--- config.mk ---
export PLATFORM = sky130hd
export DESIGN_NAME = ps2_scan_receiver
export DESIGN_NICKNAME = d
export VERILOG_FILES = /design/src/rtl/ps2_scan_receiver.sv
export SDC_FILE = /design/constraint.sdc
export NUM_CORES = 1
export LEC_CHECK = 0
export BUFFER_PORTS_ARGS = -buffer_cell sky130_fd_sc_hd__clkbuf_2
export CORE_ASPECT_RATIO = 2
export CORE_MARGIN = 2
export CORE_UTILIZATION = 40
export DETAILED_ROUTE_END_ITERATION = 10
export SETUP_SLACK_MARGIN = 0.5
export SYNTH_ARGS = -nofsm -noshare
export SYNTH_HDL_FRONTEND = slang
export SYNTH_SLANG_ARGS = --single-unit
--- constraint.sdc ---
create_clock -name clk -period 5.3 [get_ports clk]
set_input_delay 0.265 -clock clk [delete_from_list [all_inputs] [get_ports clk]]
set_output_delay 0.265 -clock clk [all_outputs]
set_load 0.02 [all_outputs]
--- src/rtl/ps2_scan_receiver.sv ---
// PS/2 keyboard frame receiver: synchronizes and de-glitches ps2c, shifts in
// 11-bit frames on filtered falling edges, and reports good codes or frame errors.
module ps2_scan_receiver #(
  parameter int FILTER_LEN  = 8,
  parameter int TIMEOUT_CYC = 50000
) (
  input  logic       clk,
  input  logic       reset,
  input  logic       ps2c,
  input  logic       ps2d,
  input  logic       rx_en,
  output logic [7:0] dout,
  output logic       rx_done_tick,
  output logic       err_tick,
  output logic [1:0] err_code
);

  localparam int TW = (TIMEOUT_CYC > 2) ? $clog2(TIMEOUT_CYC) : 1;
  localparam logic [TW-1:0] T_LAST = TW'(TIMEOUT_CYC - 1);

  localparam logic [1:0] ERR_NONE    = 2'b00;
  localparam logic [1:0] ERR_PARITY  = 2'b01;
  localparam logic [1:0] ERR_FRAMING = 2'b10;
  localparam logic [1:0] ERR_TIMEOUT = 2'b11;

  typedef enum logic [1:0] {IDLE, RECV, LOAD} state_t;

  state_t                state;
  logic                  ps2c_p0, ps2c_p1;
  logic                  ps2d_p0, ps2d_p1;
  logic [FILTER_LEN-1:0] filt_p2;
  logic                  fval_p3, fval_p4;
  logic                  fall_edge;
  logic [3:0]            n_reg;
  logic [10:0]           b_reg;
  logic [TW-1:0]         tcnt;

  // Frame layout in b_reg: [0] start, [8:1] data LSB first, [9] odd parity, [10] stop.
  function automatic logic [1:0] frame_check(input logic [10:0] f);
    logic [1:0] res;
    res = ERR_NONE;
    if (!f[10] || f[0])
      res = ERR_FRAMING;
    else if (^f[9:1] != 1'b1)
      res = ERR_PARITY;
    return res;
  endfunction

  // Stage p0/p1: two-flop synchronizers; p2: ps2c history; p3/p4: filtered level and its delay
  always_ff @(posedge clk or posedge reset) begin
    if (reset) begin
      ps2c_p0 <= 1'b1;
      ps2c_p1 <= 1'b1;
      ps2d_p0 <= 1'b1;
      ps2d_p1 <= 1'b1;
      filt_p2 <= '1;
      fval_p3 <= 1'b1;
      fval_p4 <= 1'b1;
    end else begin
      ps2c_p0 <= ps2c;
      ps2c_p1 <= ps2c_p0;
      ps2d_p0 <= ps2d;
      ps2d_p1 <= ps2d_p0;
      filt_p2 <= {ps2c_p1, filt_p2[FILTER_LEN-1:1]};
      if (&filt_p2)
        fval_p3 <= 1'b1;
      else if (~|filt_p2)
        fval_p3 <= 1'b0;
      fval_p4 <= fval_p3;
    end
  end

  assign fall_edge = fval_p4 & ~fval_p3;

  // Frame FSM; ticks are registered so they appear the cycle after LOAD
  always_ff @(posedge clk or posedge reset) begin
    if (reset) begin
      state        <= IDLE;
      n_reg        <= 4'd0;
      b_reg        <= 11'd0;
      tcnt         <= '0;
      dout         <= 8'h00;
      rx_done_tick <= 1'b0;
      err_tick     <= 1'b0;
      err_code     <= ERR_NONE;
    end else begin
      rx_done_tick <= 1'b0;
      err_tick     <= 1'b0;
      case (state)
        IDLE: begin
          if (fall_edge && rx_en && !ps2d_p1) begin
            b_reg <= {ps2d_p1, b_reg[10:1]};
            n_reg <= 4'd9;
            tcnt  <= '0;
            state <= RECV;
          end
        end
        RECV: begin
          if (fall_edge) begin
            b_reg <= {ps2d_p1, b_reg[10:1]};
            tcnt  <= '0;
            if (n_reg == 4'd0)
              state <= LOAD;
            else
              n_reg <= n_reg - 4'd1;
          end else if (tcnt == T_LAST) begin
            state    <= IDLE;
            b_reg    <= 11'd0;
            tcnt     <= '0;
            err_tick <= 1'b1;
            err_code <= ERR_TIMEOUT;
          end else begin
            tcnt <= tcnt + 1'b1;
          end
        end
        LOAD: begin
          state <= IDLE;
          if (frame_check(b_reg) == ERR_NONE) begin
            dout         <= b_reg[8:1];
            rx_done_tick <= 1'b1;
          end else begin
            err_tick <= 1'b1;
            err_code <= frame_check(b_reg);
          end
        end
        default: state <= IDLE;
      endcase
    end
  end

endmodule

==> impl.org, run 1 <==
** GRT
- Summed over all layers, the global routing overflow is 0.
- Entering global routing, the biggest net connects 60 pins.
- Tot GR Track Use :: approximately 16%
- Global-route wire length before repair :: a little under 9 mm
- Vias in the first global route :: around 1.9k
- Number of antenna violations at the first check in global routing :: 0

** Yosys
- In this run, synthesis produced a sequential element count of 59.
- YS warnings :: 0
- Netlist Area Pre-Place :: 2700 um2
- Sequential elements use between 50 and 60% of the synthesized area.
- Prevailing post-synth register cell :: sky130_fd_sc_hd__dfrtp_1
- Post-synthesis cell type count :: between 50 and 60
- Synthesized instance count :: about 230
- Synth Net Count :: about 240
- After synthesis, the share of flip-flops with an asynchronous set or reset is 100%.
- Yosys mapped a number of flops with a built-in enable equal to 0.
- Avg Inst Size Synth :: approximately 12 um2

** Routing
- Via-to-Cell Ratio :: approximately 5.2
- Wires add up to roughly 5 mm.
- Once detail routing completed, the nets flagged for antenna violations numbered 0.
- After detailed routing, the average wire length per cell comes to approximately 15 um.
- DRC viols :: 0
- Detailed-routing iteration count for the pre-antenna-repair pass :: 4
- The routed layout has about 1.8k vias.
- In this run, the number of DRC markers left after iteration 0 of detailed routing was between 90 and 100.

** Critical path
- Among cell families on the critical path, the largest total delay comes from simple AND/OR/NAND/NOR gates.
- Required @ worst endpoint :: between 5 and 6 ns
- Critical Path, Cell by Cell :: or3b_4 -> nor4_4 -> nor2_2 -> or2_1 -> a22o_1
- The slowest stage of the critical path is the sky130_fd_sc_hd__nor4_4 cell.
- Worst Path Arrival :: about 2.4 ns
- Of all nets on the critical path, the largest fanout is 11.
- The worst setup path is launched from a flop.
- STA classifies the critical path endpoint as a flop.
- Together, buffers and inverters on the worst path number 0.
- Stage delay of the slowest cell on the critical path :: about 0.46 ns
- CP Class :: reg2reg

** Clocking
- Gates resized, CTS repair :: 0
- Sinks on the clock net :: ~60
- CTS max path bufs :: 2
- Number of buffers inserted to repair setup after CTS :: 0
- TritonCTS built the clock tree.
- In this run, post-CTS hold repair placed 2 buffers.
- The tree is rooted in a sky130_fd_sc_hd__clkbuf_16.
- At the later pin of the worst-skew pair, clock insertion delay measures around 0.33 ns.
- TritonCTS created 9 clock buffers.
- Clock slew seen by the registers of the worst setup and hold paths :: roughly 0.050 ns
- In this run the number of H-tree levels came out at 3.

** Die
- The floorplan has 42 rows.
- Overall die area :: between 7000 and 8000 um2
- Initial standard-cell utilization of the core :: between 40% and 50%
- 17 I/O pins were placed.
- After floorplanning, the core was sized to cover ~6600 um2.
- X dimension of the die :: 62.1 um
- The die is 120 um tall.

** Placement
- After detailed placement, the total cell area comes to around 2900 um2.
- Summed over all nets, the half-perimeter wirelength after detailed placement is 3.59 mm.
- Routability-driven placement finished with a final weighted congestion of 0.852.
- In this run the tool buffered the top-level ports with 16 buffer cells.

** Finish
- Number of flip-flops under the largest register name :: 16
- Summing all non-filler instances in the final layout gives an area of between 3000 and 4000 um2.
- Post-layout utilization of the core :: between 40% and 50%
- Sequential Area :: about 1500 um2
- Area of combinational cells with multiple inputs :: 1150 um2
- The layout has about 610 filler cells.
- Ratio of cells with drive above 1 in the final layout :: between 20% and 30%
- 0 antenna diodes ended up in the layout.
- Area growth from synthesis to final layout :: 18.5%
- Number of nets in the layout :: about 270

** Timing
- Setup TNS after final layout :: 0 ns
- Minimum clock period after layout :: 2.18 ns
- Static timing analysis puts the maximum clock frequency at 0.459 GHz.
- Setup repair after global routing left no endpoint under its margin.
- Final setup violating endpoints :: 0
- Post-Route Skew :: about 0.0056 ns
- Relative slew slack :: between 50 and 60%
- Final worst hold slack :: about 0.12 ns
- Final-report hold violation count :: 0
- Max Transition Viols Final :: 0
- For the pin with the worst max-slew slack, the measured transition is about 0.73 ns.
- The final critical path takes up between 40% and 50% of the cycle.

** Run
- Max-cap violations in this run came to 0.

** Power
- Static Leak :: 1.45 nW
- Cell area power density :: 436 nW/um2
- VDD IR max :: approximately 0.21 mV
- Post-route total power :: 1.39 mW

** Run status
- Outcome :: completed

** Hold path
- The worst hold path belongs to the class in2async.
-- layout make-up --
cell class | instances | share of cell area [%]
Clock inverter | 7 | 2.42
Timing Repair Buffer | 20 | 3.60
Sequential cell | 59 | 46.7
Multi-Input combinational cell | 158 | 35.9
Tap cell | 88 | 3.44
Inverter | 8 | 0.939
Clock buffer | 9 | 7.04
-- stage by stage --
step / cells / setup slack [ns]
2_1_floorplan: 232 / 3.28
3_3_place_gp: 331 / 3.16
3_5_place_dp: 331 / 3.11
4_1_cts: 349 / 3.11
5_1_grt: 349 / 2.82
6_report: 349 / 3.12
-- worst reg2reg max path: cells and delay by family (launching register included) --
| family | cells | cell delay (ns) |
|---|---|---|
| flip-flops | 1 | 0.41 |
| AND/OR/NAND/NOR | 4 | 1.37 |
| AO/OA/AOI/OAI | 1 | 0.29 |
-- cells by family (layout without fill, tap and decap cells) --
kind of cell,count (synthesis),after routing,synth area share (%)
DFF,59,59,55.3
muxes,10,10,4.26
xor gates and xnor gates,15,15,5.38
adders and majority gates,6,6,2.78
buffers and inverters,15,44,2.18
AOI/OAI and AO/OA,52,52,13.2
and+or+nand+nor,75,75,16.9
-- routing by layer --
metal	track usage, %	vias up	part of all wire, %
met2	25.1	34	51
met3	5.24	19	3.2
met4	11.3	0	5.3
li1	-	886	-
met1	18.3	864	41
met5	0	-	0
-- worst paths after layout --
kind / endpoint / start / slack, ns / depth (start not counted)
max: b_reg[0]$_DFFE_PP0P_ / tcnt[12]$_DFFE_PP0P_ / 3.12 / 5
max reg2reg: b_reg[0]$_DFFE_PP0P_ / tcnt[12]$_DFFE_PP0P_ / 3.12 / 5
min: dout[1]$_DFFE_PP0P_ / reset / 0.12 / 3
max in group asynchronous: tcnt[2]$_DFFE_PP0P_ / reset / 4.70 / 3
min reg2reg: ps2c_p1$_DFF_PP1_ / ps2c_p0$_DFF_PP1_ / 0.36 / 0
min in group clk: ps2c_p1$_DFF_PP1_ / ps2c_p0$_DFF_PP1_ / 0.36 / 0
-- cell usage after synthesis (all sizes together) (2+ instances only) --
master    n  area share, %
nand2    15            2.1
buf       2           0.37
a22o     13            4.2
nor4b     3           0.97
nor3b     4            1.1
nor3      6            1.1
dfstp    14             14
nand2b    3           0.70
nand3     2           0.37
dfrtp    45             42
and2      2           0.46
inv       8            1.1
or4       2           0.70
mux2      9            3.9
nand4b    2           0.65
o21ai    18            3.5
or2       2           0.46
nor2     14            2.0
and4      2           0.65
xor2      3           0.97
clkbuf    5           0.70
o22ai     2           0.46
and3      2           0.46
xnor2    11            3.6
a21oi    11            2.6
nand4     5            1.2
nand4bb   2           0.83
ha        6            2.8
nor4      2            1.0
-- where the power goes --
part	switching (mW)	internal (mW)	total [mW]
logic	0.188	0.102	0.290
registers	0.0327	0.493	0.526
clock network	0.212	0.366	0.578
total	0.433	0.961	1.39
-- placed cells by master, fill, tap and decap left out, types with 2 or more instances in the layout --
master / netlist / final
sky130_fd_sc_hd__buf_4: 0 / 2
sky130_fd_sc_hd__nand4b_1: 2 / 2
sky130_fd_sc_hd__o22ai_1: 2 / 2
sky130_fd_sc_hd__xor2_1: 3 / 3
sky130_fd_sc_hd__o21ai_0: 17 / 17
sky130_fd_sc_hd__clkbuf_2: 0 / 16
sky130_fd_sc_hd__xnor2_1: 11 / 11
sky130_fd_sc_hd__nor2_1: 13 / 13
sky130_fd_sc_hd__nand2b_1: 3 / 3
sky130_fd_sc_hd__nand4bb_1: 2 / 2
sky130_fd_sc_hd__clkbuf_16: 0 / 9
sky130_fd_sc_hd__nor4b_1: 3 / 3
sky130_fd_sc_hd__dfstp_2: 14 / 14
sky130_fd_sc_hd__dlygate4sd3_1: 0 / 2
sky130_fd_sc_hd__nand2_1: 15 / 15
sky130_fd_sc_hd__clkinv_4: 0 / 3
sky130_fd_sc_hd__and4_1: 2 / 2
sky130_fd_sc_hd__nor3_1: 6 / 6
sky130_fd_sc_hd__a21oi_1: 9 / 9
sky130_fd_sc_hd__mux2_2: 8 / 8
sky130_fd_sc_hd__nand3_1: 2 / 2
sky130_fd_sc_hd__a22o_1: 13 / 13
sky130_fd_sc_hd__dfrtp_1: 45 / 45
sky130_fd_sc_hd__and3_1: 2 / 2
sky130_fd_sc_hd__inv_1: 8 / 7
sky130_fd_sc_hd__nand4_1: 5 / 5
sky130_fd_sc_hd__nor3b_1: 4 / 4
sky130_fd_sc_hd__ha_1: 6 / 6
sky130_fd_sc_hd__and2_1: 2 / 2
(Power assumes the default switching activity.)
==> run 2: changes to the inputs <==
clock period = 2.2 ns   (was 5.3 ns; I/O delays follow)
==> impl.org, run 2 (same netlist as run 1, synthesis figures left out) <==
** Run status
- The flow ran to the end, and the final reports show no timing, DRC or antenna violations.

** GRT
- Pin count of the biggest net entering global routing :: 31
- Vias in the first global route :: 2059
- Across every metal layer, demand over resource in global routing totals between 10% and 20%.
- Final global-route overflow total :: 0
- Global-route wire length before repair :: approximately 9.6 mm
- Number of antenna violations at the first check in global routing :: 0

** Power
- VDD IR max :: roughly 0.52 mV
- Cell area power density :: around 1000 nW/um2
- The analysis attributes to cell leakage a power of approximately 1.7 nW.

** Clocking
- Clock-pin slew was measured on the worst setup and hold paths at ~0.050 ns.
- Number of H-tree levels :: 3
- Counting the buffers created by CTS gives 9.
- Source-to-sink clock delay at the later pin of the worst-skew pair :: between 0.3 and 0.4 ns
- TritonCTS built the clock tree.
- CTS max path bufs :: 2
- The tree is rooted in a sky130_fd_sc_hd__clkbuf_16.
- Clock tree synthesis found a total of 59 sinks.

** Die
- Core region area :: 6570 um2
- In this run the core area contains 42 standard-cell rows.
- Vertical die dimension :: 120 um
- Total I/O pin count :: 17
- The die covers 7460 um2.
- The die is roughly 62 um wide.
- Once the floorplan was initialized, standard cells occupied 41.1% of the core.

** Routing
- DRC viols :: 0
- Detailed-routing iteration count for the pre-antenna-repair pass :: 4
- Iteration-0 DRC Markers :: 79
- Antenna-violating nets left :: 0
- The detailed router placed slightly above 2k vias in this run.
- Aggregate routed wire length :: around 6.2 mm
- Via-to-Cell Ratio :: between 5 and 6
- After detailed routing, the average wire length per cell comes to approximately 16 um.

** Timing
- The routed design could run at a clock period as short as about 2 ns.
- After layout, the worst path uses roughly nine tenths of the clock period.
- Post-Route Skew :: between 0.007 and 0.008 ns
- RSZ-0062 raised after global routing :: true
- Max Transition Viols Final :: 0
- Derived from the worst setup path, the maximum achievable clock frequency is roughly 0.51 GHz.
- Setup total negative slack on the finished layout was measured at 0 ns.
- At the pin with the least slew margin, the transition time is 0.640 ns.
- Relative slew slack :: about 57%
- The final hold violation count came to 0.
- Final setup violating endpoints :: 0

** Finish
- The filler cells instantiated in the layout total 542.
- In the final layout, the share of cells above drive strength 1 is 47.5%.
- Total non-filler cell area in the finished layout :: about 3800 um2
- Area growth from synthesis to final layout :: 40.3%
- Commonest cells after routing, fill and taps aside :: sky130_fd_sc_hd__dfrtp_1 (45), sky130_fd_sc_hd__buf_4 (28), sky130_fd_sc_hd__clkbuf_2 (16)
- Leading cell type in the layout, fill and taps excluded :: sky130_fd_sc_hd__dfrtp_1
- Total inserted antenna cells :: 0
- Number of nets in the layout :: between 300 and 400
- Number of flip-flops under the largest register name :: 16
- Post-layout utilization of the core :: just under 60%

** Placement
- Number of buffers inserted by port buffering :: 16
- Routability-driven placement finished with a final weighted congestion of 0.760.
- Detailed placement finished with a half-perimeter wire length of 3.91 mm.
- The placed instances occupy a cell area of ~3000 um2.

** Critical path
- STA classifies the critical path startpoint as a flop.
- In this run the critical register-to-register path is captured at tcnt[9]$_DFFE_PP0P_.
- Type of element capturing the critical path :: flop
- The most critical setup path has its endpoint at tcnt[9]$_DFFE_PP0P_.
- Setup slack, reg-to-reg :: 0.25 ns
- The startpoint identified for the worst register-to-register timing path is tcnt[1]$_DFFE_PP0P_.
- Largest fanout on the critical path :: 3
- STA puts the critical path data arrival time at 2.16 ns.
- Launching element of the worst setup path :: tcnt[1]$_DFFE_PP0P_
- CP Class :: reg2reg
- Measured in cells, the most critical reg-to-reg path has a length of 7.
- At the worst endpoint, the required time is approximately 2.4 ns.

** Hold path
- The path class of the tightest hold or removal check is reg2reg.

** Run
- Max capacitance violation total :: 0
-- run 2: where the power goes --
group	leakage, nW	total [mW]	internal, mW	switching [mW]
clock	0.148	1.40	0.905	0.490
combinational	0.803	1.28	0.606	0.675
sequential	0.762	1.27	1.19	0.0787
total	1.71	3.94	2.70	1.24
-- run 2: how the worst min path moves through the flow --
stage / to / from / cells past startpoint / slack (ns)
after floorplan: ps2c_p0$_DFF_PP1_ / ps2c / 0 / 0.11
after global placement: ps2c_p0$_DFF_PP1_ / ps2c / 1 / 0.20
after detailed placement: ps2d_p0$_DFF_PP1_ / ps2d / 1 / 0.20
after CTS: ps2d_p1$_DFF_PP1_ / ps2d_p0$_DFF_PP1_ / 0 / 0.35
after global routing: ps2d_p1$_DFF_PP1_ / ps2d_p0$_DFF_PP1_ / 0 / 0.36
final: filt_p2[7]$_DFF_PP1_ / ps2c_p1$_DFF_PP1_ / 0 / 0.35
-- run 2: stage by stage --
stage          instances  total power [mW]  hold WS [ns]  setup WS, ns
6_report             387              3.94         0.353         0.254
5_1_grt              387              4.15         0.356         0.198
4_1_cts              375              3.72         0.354         0.204
3_5_place_dp         342              2.13         0.199         0.128
3_3_place_gp         342              2.13         0.197         0.178
2_1_floorplan        232              1.91         0.114         0.240
-- run 2: final cells by class --
type / instances / area, um2 / area share (%)
Sequential cell: 59 / 1490 / 39.4
Multi-Input combinational cell: 160 / 1430 / 37.6
Timing Repair Buffer: 56 / 424 / 11.2
Clock buffer: 10 / 239 / 6.31
Tap cell: 88 / 110 / 2.91
Clock inverter: 6 / 65.1 / 1.72
Inverter: 8 / 30.0 / 0.793
-- run 2: critical path, stage by stage (launching register included) --
cell and delay (ns):
sky130_fd_sc_hd__dfrtp_1 0.41, sky130_fd_sc_hd__ha_4 0.17, sky130_fd_sc_hd__nand4b_1 0.15, sky130_fd_sc_hd__or4_4 0.55
sky130_fd_sc_hd__buf_6 0.14, sky130_fd_sc_hd__a21oi_4 0.16, sky130_fd_sc_hd__o22ai_2 0.08, sky130_fd_sc_hd__a21o_1 0.16
-- run 2: what timing repair did --
action,4_1_cts,5_1_grt
hold endpoints to repair,17,0
gates cloned,2,1
setup buffers,12,11
gates resized for setup,24,37
endpoints found under the setup margin,40,44
hold buffers,3,0
pin swaps,17,18
-- run 2: routing by layer --
layer / vias up / routed length, um / GRT usage [%]
met4: 0 / 177 / 9.84
met3: 12 / 165 / 5.13
met5: - / 0 / 0
met1: 1023 / 2270 / 18.5
li1: 972 / - / -
met2: 27 / 3590 / 30.9
